==> src/rtl/spi_pkg.sv <==
// Shared types for the SPI host buffer: FIFO status bundle and engine handshake flags.
package spi_pkg;
  localparam int SPI_DATAWIDTH = 8;
  localparam int FIFO_CNT_W    = 16;

  typedef struct packed {
    logic [FIFO_CNT_W-1:0] count;
    logic                  full;
    logic                  empty;
  } fifoStatus_t;

  // Per-cycle handshake flags exchanged with spiUnit
  typedef struct packed {
    logic transmitValid;
    logic transmitReady;
    logic receiveValid;
  } spiHandshake_t;
endpackage

==> src/rtl/spi_buffer_if.sv <==
// Host and engine side signals of spi_buffer; slave is the buffer's view.
interface spi_buffer_if #(
  parameter int DATAWIDTH  = spi_pkg::SPI_DATAWIDTH,
  parameter int DEPTH      = 16,
  parameter int COUNTWIDTH = $clog2(DEPTH) + 1
);
  logic                  wrValid;
  logic [DATAWIDTH-1:0]  wrData;
  logic                  wrReady;
  logic                  rdValid;
  logic [DATAWIDTH-1:0]  rdData;
  logic                  rdReady;
  logic                  txFlush;
  logic                  rxFlush;
  logic                  rxEnable;
  logic                  overflowClear;
  logic [COUNTWIDTH-1:0] txCount;
  logic [COUNTWIDTH-1:0] rxCount;
  logic                  rxOverflow;
  logic                  transmitValid;
  logic [DATAWIDTH-1:0]  dataRegIn;
  logic                  transmitReady;
  logic                  receiveValid;
  logic [DATAWIDTH-1:0]  dataReg;

  modport slave (
    input  wrValid, wrData, rdReady, txFlush, rxFlush, rxEnable, overflowClear,
           transmitReady, receiveValid, dataReg,
    output wrReady, rdValid, rdData, txCount, rxCount, rxOverflow,
           transmitValid, dataRegIn
  );

  modport master (
    output wrValid, wrData, rdReady, txFlush, rxFlush, rxEnable, overflowClear,
           transmitReady, receiveValid, dataReg,
    input  wrReady, rdValid, rdData, txCount, rxCount, rxOverflow,
           transmitValid, dataRegIn
  );
endinterface

==> src/rtl/spi_fifo.sv <==
// Synchronous first-word-fall-through FIFO with flush; push into full and pop from empty are dropped.
module spi_fifo import spi_pkg::*; #(
  parameter int DATAWIDTH = SPI_DATAWIDTH,
  parameter int DEPTH     = 16
) (
  input  logic                 clk,
  input  logic                 reset,
  input  logic                 push,
  input  logic                 pop,
  input  logic                 flush,
  input  logic [DATAWIDTH-1:0] wrData,
  output logic [DATAWIDTH-1:0] rdData,
  output fifoStatus_t          status
);
  localparam int PW = $clog2(DEPTH);
  localparam int CW = PW + 1;

  logic [DATAWIDTH-1:0] mem [DEPTH];
  logic [PW-1:0]        wrPtr, rdPtr;
  logic [CW-1:0]        count;
  logic                 full, empty, doPush, doPop;

  assign full   = (count == CW'(DEPTH));
  assign empty  = (count == '0);
  // Full blocks a push even when a pop frees a slot in the same cycle
  assign doPush = push && !full;
  assign doPop  = pop && !empty;

  always_ff @(posedge clk) begin
    if (doPush && !flush) mem[wrPtr] <= wrData;
  end

  always_ff @(posedge clk) begin
    if (!reset || flush) begin
      wrPtr <= '0;
      rdPtr <= '0;
      count <= '0;
    end else begin
      if (doPush) wrPtr <= wrPtr + 1'b1;
      if (doPop)  rdPtr <= rdPtr + 1'b1;
      unique case ({doPush, doPop})
        2'b10:   count <= count + 1'b1;
        2'b01:   count <= count - 1'b1;
        default: count <= count;
      endcase
    end
  end

  assign rdData = mem[rdPtr];
  assign status = '{count: FIFO_CNT_W'(count), full: full, empty: empty};
endmodule

==> src/rtl/spi_buffer.sv <==
// Host-side TX/RX buffering around the SPI shift engine, with sticky RX overflow flag.
module spi_buffer import spi_pkg::*; #(
  parameter int DATAWIDTH  = SPI_DATAWIDTH,
  parameter int DEPTH      = 16,
  parameter int COUNTWIDTH = $clog2(DEPTH) + 1
) (
  input logic        clk,
  input logic        reset,
  spi_buffer_if.slave bus
);
  fifoStatus_t   txStat, rxStat;
  spiHandshake_t eng;
  logic          rxGo, rxDrop, rxOverflowQ;

  assign eng = '{transmitValid: !txStat.empty,
                 transmitReady: bus.transmitReady,
                 receiveValid:  bus.receiveValid};

  spi_fifo #(.DATAWIDTH(DATAWIDTH), .DEPTH(DEPTH)) txFifo (
    .clk    (clk),
    .reset  (reset),
    .push   (bus.wrValid),
    .pop    (eng.transmitReady),
    .flush  (bus.txFlush),
    .wrData (bus.wrData),
    .rdData (bus.dataRegIn),
    .status (txStat)
  );

  // Words arriving with rxEnable low are discarded silently (transmit-only mode)
  assign rxGo   = eng.receiveValid && bus.rxEnable;
  assign rxDrop = rxGo && rxStat.full;

  spi_fifo #(.DATAWIDTH(DATAWIDTH), .DEPTH(DEPTH)) rxFifo (
    .clk    (clk),
    .reset  (reset),
    .push   (rxGo),
    .pop    (bus.rdReady),
    .flush  (bus.rxFlush),
    .wrData (bus.dataReg),
    .rdData (bus.rdData),
    .status (rxStat)
  );

  // A drop in the same cycle as overflowClear keeps the flag set
  always_ff @(posedge clk) begin
    if (!reset)                 rxOverflowQ <= 1'b0;
    else if (rxDrop)            rxOverflowQ <= 1'b1;
    else if (bus.overflowClear) rxOverflowQ <= 1'b0;
  end

  assign bus.wrReady       = !txStat.full;
  assign bus.transmitValid = eng.transmitValid;
  assign bus.rdValid       = !rxStat.empty;
  assign bus.txCount       = COUNTWIDTH'(txStat.count);
  assign bus.rxCount       = COUNTWIDTH'(rxStat.count);
  assign bus.rxOverflow    = rxOverflowQ;
endmodule

==> src/flat_wrapper.sv <==
// flat-port wrapper written by rule: the top's interface ports become plain ports
module spi_buffer_flat import spi_pkg::*;
#(
  parameter int DATAWIDTH  = SPI_DATAWIDTH,
  parameter int DEPTH      = 16,
  parameter int COUNTWIDTH = $clog2(DEPTH) + 1
)
  (clk, reset, bus_wrValid, bus_wrData, bus_rdReady, bus_txFlush, bus_rxFlush, bus_rxEnable, bus_overflowClear, bus_transmitReady, bus_receiveValid, bus_dataReg, bus_wrReady, bus_rdValid, bus_rdData, bus_txCount, bus_rxCount, bus_rxOverflow, bus_transmitValid, bus_dataRegIn);
  spi_buffer_if #(.DATAWIDTH(DATAWIDTH), .DEPTH(DEPTH), .COUNTWIDTH(COUNTWIDTH)) bus_i ();
  input logic clk;
  input logic reset;
  input wire logic [$bits(bus_i.wrValid)-1:0] bus_wrValid;
  input wire logic [$bits(bus_i.wrData)-1:0] bus_wrData;
  input wire logic [$bits(bus_i.rdReady)-1:0] bus_rdReady;
  input wire logic [$bits(bus_i.txFlush)-1:0] bus_txFlush;
  input wire logic [$bits(bus_i.rxFlush)-1:0] bus_rxFlush;
  input wire logic [$bits(bus_i.rxEnable)-1:0] bus_rxEnable;
  input wire logic [$bits(bus_i.overflowClear)-1:0] bus_overflowClear;
  input wire logic [$bits(bus_i.transmitReady)-1:0] bus_transmitReady;
  input wire logic [$bits(bus_i.receiveValid)-1:0] bus_receiveValid;
  input wire logic [$bits(bus_i.dataReg)-1:0] bus_dataReg;
  output wire logic [$bits(bus_i.wrReady)-1:0] bus_wrReady;
  output wire logic [$bits(bus_i.rdValid)-1:0] bus_rdValid;
  output wire logic [$bits(bus_i.rdData)-1:0] bus_rdData;
  output wire logic [$bits(bus_i.txCount)-1:0] bus_txCount;
  output wire logic [$bits(bus_i.rxCount)-1:0] bus_rxCount;
  output wire logic [$bits(bus_i.rxOverflow)-1:0] bus_rxOverflow;
  output wire logic [$bits(bus_i.transmitValid)-1:0] bus_transmitValid;
  output wire logic [$bits(bus_i.dataRegIn)-1:0] bus_dataRegIn;
  assign bus_i.wrValid = bus_wrValid;
  assign bus_i.wrData = bus_wrData;
  assign bus_i.rdReady = bus_rdReady;
  assign bus_i.txFlush = bus_txFlush;
  assign bus_i.rxFlush = bus_rxFlush;
  assign bus_i.rxEnable = bus_rxEnable;
  assign bus_i.overflowClear = bus_overflowClear;
  assign bus_i.transmitReady = bus_transmitReady;
  assign bus_i.receiveValid = bus_receiveValid;
  assign bus_i.dataReg = bus_dataReg;
  assign bus_wrReady = bus_i.wrReady;
  assign bus_rdValid = bus_i.rdValid;
  assign bus_rdData = bus_i.rdData;
  assign bus_txCount = bus_i.txCount;
  assign bus_rxCount = bus_i.rxCount;
  assign bus_rxOverflow = bus_i.rxOverflow;
  assign bus_transmitValid = bus_i.transmitValid;
  assign bus_dataRegIn = bus_i.dataRegIn;
  spi_buffer #(.DATAWIDTH(DATAWIDTH), .DEPTH(DEPTH), .COUNTWIDTH(COUNTWIDTH)) u_core (.clk(clk), .reset(reset), .bus(bus_i));
endmodule
==> config.mk <==
export PLATFORM = sky130hd
export DESIGN_NAME = spi_buffer_flat
export DESIGN_NICKNAME = d
export VERILOG_FILES = /design/src/rtl/spi_pkg.sv /design/src/rtl/spi_buffer_if.sv /design/src/rtl/spi_fifo.sv /design/src/rtl/spi_buffer.sv /design/src/flat_wrapper.sv
export SDC_FILE = /design/constraint.sdc
export NUM_CORES = 1
export LEC_CHECK = 0
export BUFFER_PORTS_ARGS = -buffer_cell sky130_fd_sc_hd__buf_2
export CORE_MARGIN = 3
export CORE_UTILIZATION = 50
export DETAILED_ROUTE_END_ITERATION = 7
export PLACE_DENSITY = 0.67
export SKIP_CTS_REPAIR_TIMING = 1
export SLEW_MARGIN = 20
export SYNTH_ARGS = -nofsm -noshare
export SYNTH_HDL_FRONTEND = slang
export SYNTH_SLANG_ARGS = --single-unit
==> constraint.sdc <==
create_clock -name clk -period 5.4 [get_ports clk]
set_input_delay 1.08 -clock clk [delete_from_list [all_inputs] [get_ports clk]]
set_output_delay 1.08 -clock clk [all_outputs]
set_load 0.01 [all_outputs]
==> impl_metrics.ini, run 1 <==
[status]
outcome = complete, no violations

[clock_tree]
clk_transition_reported_paths_ps = 60
cts.path.max_buffers = 3
cts_tree = built
cts_root_buf = clkbuf_16
insertion_delay_ps = 550
cts_inserted_buffers = 30
cts_num_sinks = 291
h-tree-depth = 1

[global_route]
grt_pass1_wl_um = 33500
grt_pass1_vias = 5701
grt-ovfl-total = 0
antenna_found_initial = 0
grt.total_usage = 0.178
grt_start_max_net_pins = 33

[power_and_ir_drop]
powerDensity_nw_per_um2 = 348
ir_drop_v = 0.000285
p_int_mw = 3.65
power.share.clock = 0.432
pwr-share-seq = 0.539
p_leak_nw = 4.30
p_sw_frac = 0.202
switchingPower_uw = 922
p_comb_frac = 0.029

[setup_path]
crit_arrival_ps = 2990
startpoint_type = flip-flop
crit_path_end_kind = output port
cp_max_fo = 21
worstPathRequired_ps = 4320
path_class = reg -> out

[routing]
drc = 0
met2WireLength_um = 11100
drt_wl_total_um = 22000
antenna_left = 0
post_drt_wl_per_cell_um = 22.4
wl_met1_um = 9470
routed-wl-met3_um = 1020
highest_layer = met4
via_per_inst = 5.66
firstDrtPassIters = 4
drt_iter0_drc = 435
vias = 5561

[yosys]
postSynthAreaPerCell_um2 = 20.0
seq_area_frac_synth = 0.721
ys_warn_count = 0
synth_cell_type_count = 41
syn_inst = 582
syn-num-nets = 626
synth_seq_cells = 291
synth_area_um2 = 11600

[place]
post_dp_cell_area_um2 = 12200
pre_cts_ws_ps = 1830
dp.final_hpwl_um = 14100
port_buffers = 55
gp_congestion = 0.801

[timing]
worst_pin_slew_ps = 1050
fin_crit_sh = 0.753
final.setup.tns_ps = 0
min_period_ps = 4070
rsz0062_at_grt = false
slew_violations = 0
setup_viol = 0
hold_viol = 0
skew_ps = 13.7
max_freq_mhz = 246
layout_setup_ws_ps = 1330
slew_headroom = 0.301

[layout]
layout.nets = 690
drive_above_1_share = 0.260
final_util = 0.576
fin_area_um2 = 13100
area_growth_pct = 12.8
n_antenna_cell = 0

[die]
chipHeight_um = 159
core_um2 = 22800
die_x_um = 159
io_pins = 56
fp-row-count = 55
dieArea_um2 = 25100
start_util = 0.511

[min_path]
hold_class = reg -> reg

[run]
maxCapViolations = 0
[Yosys cell counts]
cell	instances	area, um^2
edfxtp_1	256	7690
nor2_1	58	218
mux4_2	53	1190
dfxtp_1	35	701
mux4_1	27	709
nand2_1	21	78.8
ha_1	17	213
xor2_1	12	105
clkbuf_1	10	37.5
inv_1	10	37.5
buf_1	8	30.0
a21oi_1	7	35.0
xnor2_1	7	61.3
a21o_1	5	37.5
mux2i_1	5	50.1
nand2b_1	5	31.3
nor3_1	5	25.0
a21boi_1	4	30.0
nand4_1	4	25.0
buf_12	3	60.1
buf_6	3	33.8
or3_1	3	18.8
buf_8	2	30.0
nor4_1	2	12.5
o21a_1	2	15.0
o21ai_0	2	10.0
o22ai_1	2	12.5
a21bo_2	1	10.0
a21oi_2	1	8.76
a22oi_1	1	7.51
a311o_1	1	10.0
a311oi_1	1	8.76
a31o_2	1	8.76
a31oi_1	1	6.26
and2_1	1	6.26
and4b_1	1	10.0
buf_2	1	5.00
fa_1	1	20.0
nand3b_1	1	7.51
nor4_4	1	21.3
or3b_2	1	8.76
[worst max-delay path, stage by stage, from the launching register on]
cell and delay, ps:
dfxtp_2 830, buf_4 380, mux4_1 590, mux4_2 480, buf_2 160
[cells in the final DEF, fill, tap and decap left out, drive strengths merged]
cell	count
a21o	5
and2	1
a21bo	1
clkinvlp	5
o21ai	2
nand3b	1
clkbuf	33
a21boi	4
mux4	80
nand2	21
a22oi	1
nor2	58
a311oi	1
nand4	4
or3b	1
a31oi	1
nor3	5
inv	11
a31o	1
clkinv	15
dfxtp	35
xor2	12
ha	17
fa	1
nor4	3
buf	59
nand2b	5
mux2i	5
a21oi	8
and4b	1
edfxtp	256
o22ai	2
o21a	2
or3	3
xnor2	7
a311o	1
bufinv	2
[registers in the layout (all words and copies together) (netlist names), named ones only]
| register | flops |
|---|---|
| u_core.rxFifo.mem | 128 |
| u_core.txFifo.count | 5 |
| u_core.rxFifo.wrPtr | 4 |
| u_core.txFifo.rdPtr | 4 |
| u_core.rxFifo.rdPtr | 4 |
| u_core.bus.rxOverflow | 1 |
| u_core.rxFifo.count | 5 |
| u_core.txFifo.wrPtr | 4 |
| u_core.txFifo.mem | 128 |
[stage by stage]
stage	std cells	hold slack, ps	power, mW
after global routing	983	556	4.72
final	983	515	4.57
after floorplan	582	472	2.59
after detailed placement	927	501	2.65
after global placement	925	487	2.64
after CTS	983	521	4.62
[final timing paths]
kind | depth (start not counted) | slack (ps) | to | start
worst min-delay path | 2 | 510 | flip-flop | u_core.rxFifo.rdPtr[3]
worst max-delay path | 4 | 1330 | bus_rdData[3] | flip-flop
worst min register to register | 2 | 510 | flip-flop | u_core.rxFifo.rdPtr[3]
worst max register to register | 9 | 2320 | u_core.txFifo.count[4] | u_core.txFifo.count[0]
[power by group through the flow]
stage | logic (mW) | registers, mW | clock network (mW)
2_1_floorplan | 0.0813 | 2.51 | 0
3_5_place_dp | 0.133 | 2.52 | 0
4_1_cts | 0.134 | 2.47 | 2.02
5_1_grt | 0.147 | 2.47 | 2.11
3_3_place_gp | 0.127 | 2.51 | 0
6_report | 0.133 | 2.47 | 1.97
[cell type report]
| class | count | area [um^2] |
|---|---|---|
| well taps | 313 | 392 |
| clock buffers | 33 | 783 |
| flip-flops and latches | 291 | 8390 |
| repair buffers | 59 | 305 |
| fillers | 1671 | 9650 |
| multi-input cells | 254 | 3040 |
| inverters | 10 | 37.5 |
| clock inverters | 23 | 181 |
[kinds of logic after synthesis]
logic type,synth area share
flip-flops,0.721
multiplexers,0.168
buffers and inverters,0.0201
adder cells (fa/ha/maj),0.0200
AO/OA/AOI/OAI,0.0172
AND/OR/NAND/NOR,0.0398
XOR/XNOR,0.0143
[layer usage]
metal	vias to the layer above	track usage
li1	2485	-
met1	2882	0.245
met2	160	0.305
met3	34	0.0261
met4	0	0.0434
met5	-	0
(Power assumes the default switching activity.)
==> inputs of run 2 (changes only) <==
--- a/config.mk
+++ b/config.mk
@@ -5,6 +5,7 @@
 export SDC_FILE = /design/constraint.sdc
 export NUM_CORES = 1
 export LEC_CHECK = 0
+export ABC_AREA = 1
 export BUFFER_PORTS_ARGS = -buffer_cell sky130_fd_sc_hd__buf_2
 export CORE_MARGIN = 3
 export CORE_UTILIZATION = 50
==> constraint.sdc (replaced) <==
create_clock -name clk -period 3.92 [get_ports clk]
set_input_delay 0.784 -clock clk [delete_from_list [all_inputs] [get_ports clk]]
set_output_delay 0.784 -clock clk [all_outputs]
set_load 0.01 [all_outputs]
==> run 2 against run 1 <==
Hold slack got worse by 40 ps. Routed wire length is 13% higher. Count of clock-buffer cells in the layout rose by 18. Setup slack got worse by 640 ps. Sequential cell count stayed put. Cell count grew 36%. Clock power is 43% higher. Die area increased by 3.9%. Register-to-register slack got worse by 910 ps. Synthesized area increased by 4.0%. Sequential share of layout area fell by 2.7 points. Critical endpoint is now bus_dataRegIn[3].
==> impl_metrics.ini, run 2 <==
[layout]
layout.nets = 1039
n_antenna_cell = 0
layout.cells.most_common = edfxtp_1
biggestRegsByFlops = u_core.rxFifo.mem x128, u_core.txFifo.mem x128
area_growth_pct = 13.3
final_cell_mix = edfxtp_1, inv_1, o21ai_0
fin_area_um2 = 13700
drive_above_1_share = 0.134

[die]
die_x_um = 162
fp-row-count = 56
core_um2 = 23600
io_pins = 56
start_util = 0.513
chipHeight_um = 162
dieArea_um2 = 26100

[clock_tree]
clk_transition_reported_paths_ps = 60
h-tree-depth = 1
cts_tree = built
cts.path.max_buffers = 3
insertion_delay_ps = 540
cts_num_sinks = 291
cts_root_buf = clkbuf_16
cts_inserted_buffers = 30

[global_route]
antenna_found_initial = 0
grt_pass1_vias = 7076
grt_start_max_net_pins = 48
grt_pass1_wl_um = 39400
grt-ovfl-total = 0
grtUsageMet1 = 0.290
met2_usage = 0.294
busiest_layer = met2
grt.total_usage = 0.191
met3_usage = 0.0331

[yosys]
synth_area_um2 = 12100
synthTopCellsByCount = edfxtp_1, inv_1, o21ai_0
synth_most_common_cell = edfxtp_1
synth_area_leader_cell = edfxtp_1
synth.area.top_cells = edfxtp_1, dfxtp_1, mux2i_1
ys_warn_count = 0
synthFlopType = edfxtp_1
synth_edf_count = 256
synth_seq_cells = 291
synth_cell_type_count = 36
seq_area_frac_synth = 0.693
syn_inst = 938
synth_top_area_frac = 0.635
postSynthAreaPerCell_um2 = 12.9
syn-num-nets = 982
async_reset_ff_frac = 0

[timing]
setup_viol = 0
final.setup.tns_ps = 0
rsz0062_at_grt = false
min_period_ps = 3230
skew_ps = 14.1
worst_pin_slew_ps = 966
max_freq_mhz = 310
holdWs_ps = 475
slew_headroom = 0.355
hold_viol = 0
slew_violations = 0
fin_crit_sh = 0.824

[power_and_ir_drop]
powerDensity_nw_per_um2 = 490
ir_drop_v = 0.000302
p_leak_nw = 4.79

[run]
maxCapViolations = 0

[routing]
drt_iter0_drc = 671
post_drt_wl_per_cell_um = 18.6
firstDrtPassIters = 5
antenna_left = 0
drt_wl_total_um = 24900
drc = 0
via_per_inst = 5.46
vias = 7305

[setup_path]
critPathTopFamily = flip-flops
r2r-start = u_core.txFifo.count[0]
crit_chain = buf_12 -> mux2i_1 -> o211ai_1 -> o211ai_1 -> nand2_1 -> buf_2
crit_path_end_kind = output port
startpoint_type = flip-flop
critPathMaxStageDelay_ps = 690
worstPathRequired_ps = 3140
crit_arrival_ps = 2440
slowest_stage = dfxtp_4
cp_max_fo = 47
path_class = reg -> out
path_buf_inv = 2
cp_common_cell = o211ai_1

[status]
outcome = complete, no violations

[place]
gp_congestion = 0.793
post_dp_cell_area_um2 = 12700
port_buffers = 55
dp.final_hpwl_um = 15700

[min_path]
hp-start = u_core.bus.rxOverflow
hold_class = reg -> reg
## run 2: cell count changes after synthesis, sizes merged, moves of 38 or more
cell    change
nand2      +38
a21oi      +74
o211ai     +64
mux2i      +59
inv        +97
o21ai      +90
mux4       -80
## run 2: routing by layer
| layer | up-vias | share of wire |
|---|---|---|
| met1 | 3488 | 0.46 |
| met2 | 255 | 0.45 |
| met4 | 0 | 0.013 |
| met3 | 29 | 0.078 |
| li1 | 3533 | - |
| met5 | - | 0 |
## run 2: report_power, final
part / internal (mW) / switching, mW / total, mW
sequential: 3.39 / 0.0404 / 3.43
clock: 1.72 / 1.10 / 2.82
combinational: 0.166 / 0.299 / 0.465
## run 2: layout make-up
type,count,area [um^2]
multi-input combinational,496,3100
clock buffer,51,961
inverter,109,414
timing repair buffer,67,390
sequential,291,8400
clock inverter,5,52.6
fill,1901,9900
tap,319,399
## run 2: logic make-up after synthesis
kind of cell | Yosys count | share of synthesized area
flip-flops | 291 | 0.693
multiplexers | 64 | 0.0529
adder cells (fa/ha/maj) | 18 | 0.0192
buffers and inverters | 151 | 0.0516
AND/OR/NAND/NOR | 162 | 0.0619
AO/OA/AOI/OAI | 243 | 0.115
XOR/XNOR | 9 | 0.00651
## run 2: stage by stage
step | setup slack [ps] | util | power (mW) | std cells
after floorplan | 1550 | - | 3.80 | 938
after global placement | 1290 | 0.538 | 3.96 | 1282
after detailed placement | 1310 | 0.538 | 3.97 | 1282
after CTS | 728 | 0.581 | 6.77 | 1338
after global routing | 571 | 0.581 | 6.96 | 1338
final | 691 | 0.581 | 6.72 | 1338
## run 2: path summary, 6_finish.rpt
path | to | slack, ps | cells after the start
hold / removal | u_core.bus.rxOverflow | 470 | 2
hold reg to reg | u_core.bus.rxOverflow | 470 | 2
setup reg to reg | u_core.txFifo.count[4] | 1410 | 11
setup / recovery | bus_dataRegIn[3] | 690 | 6
## run 2: worst min-delay path, delay by kind of cell (launching register included)
kind            cells  cell delay [ps]
simple gates        1               60
compound gates      1               50
flops               1              310
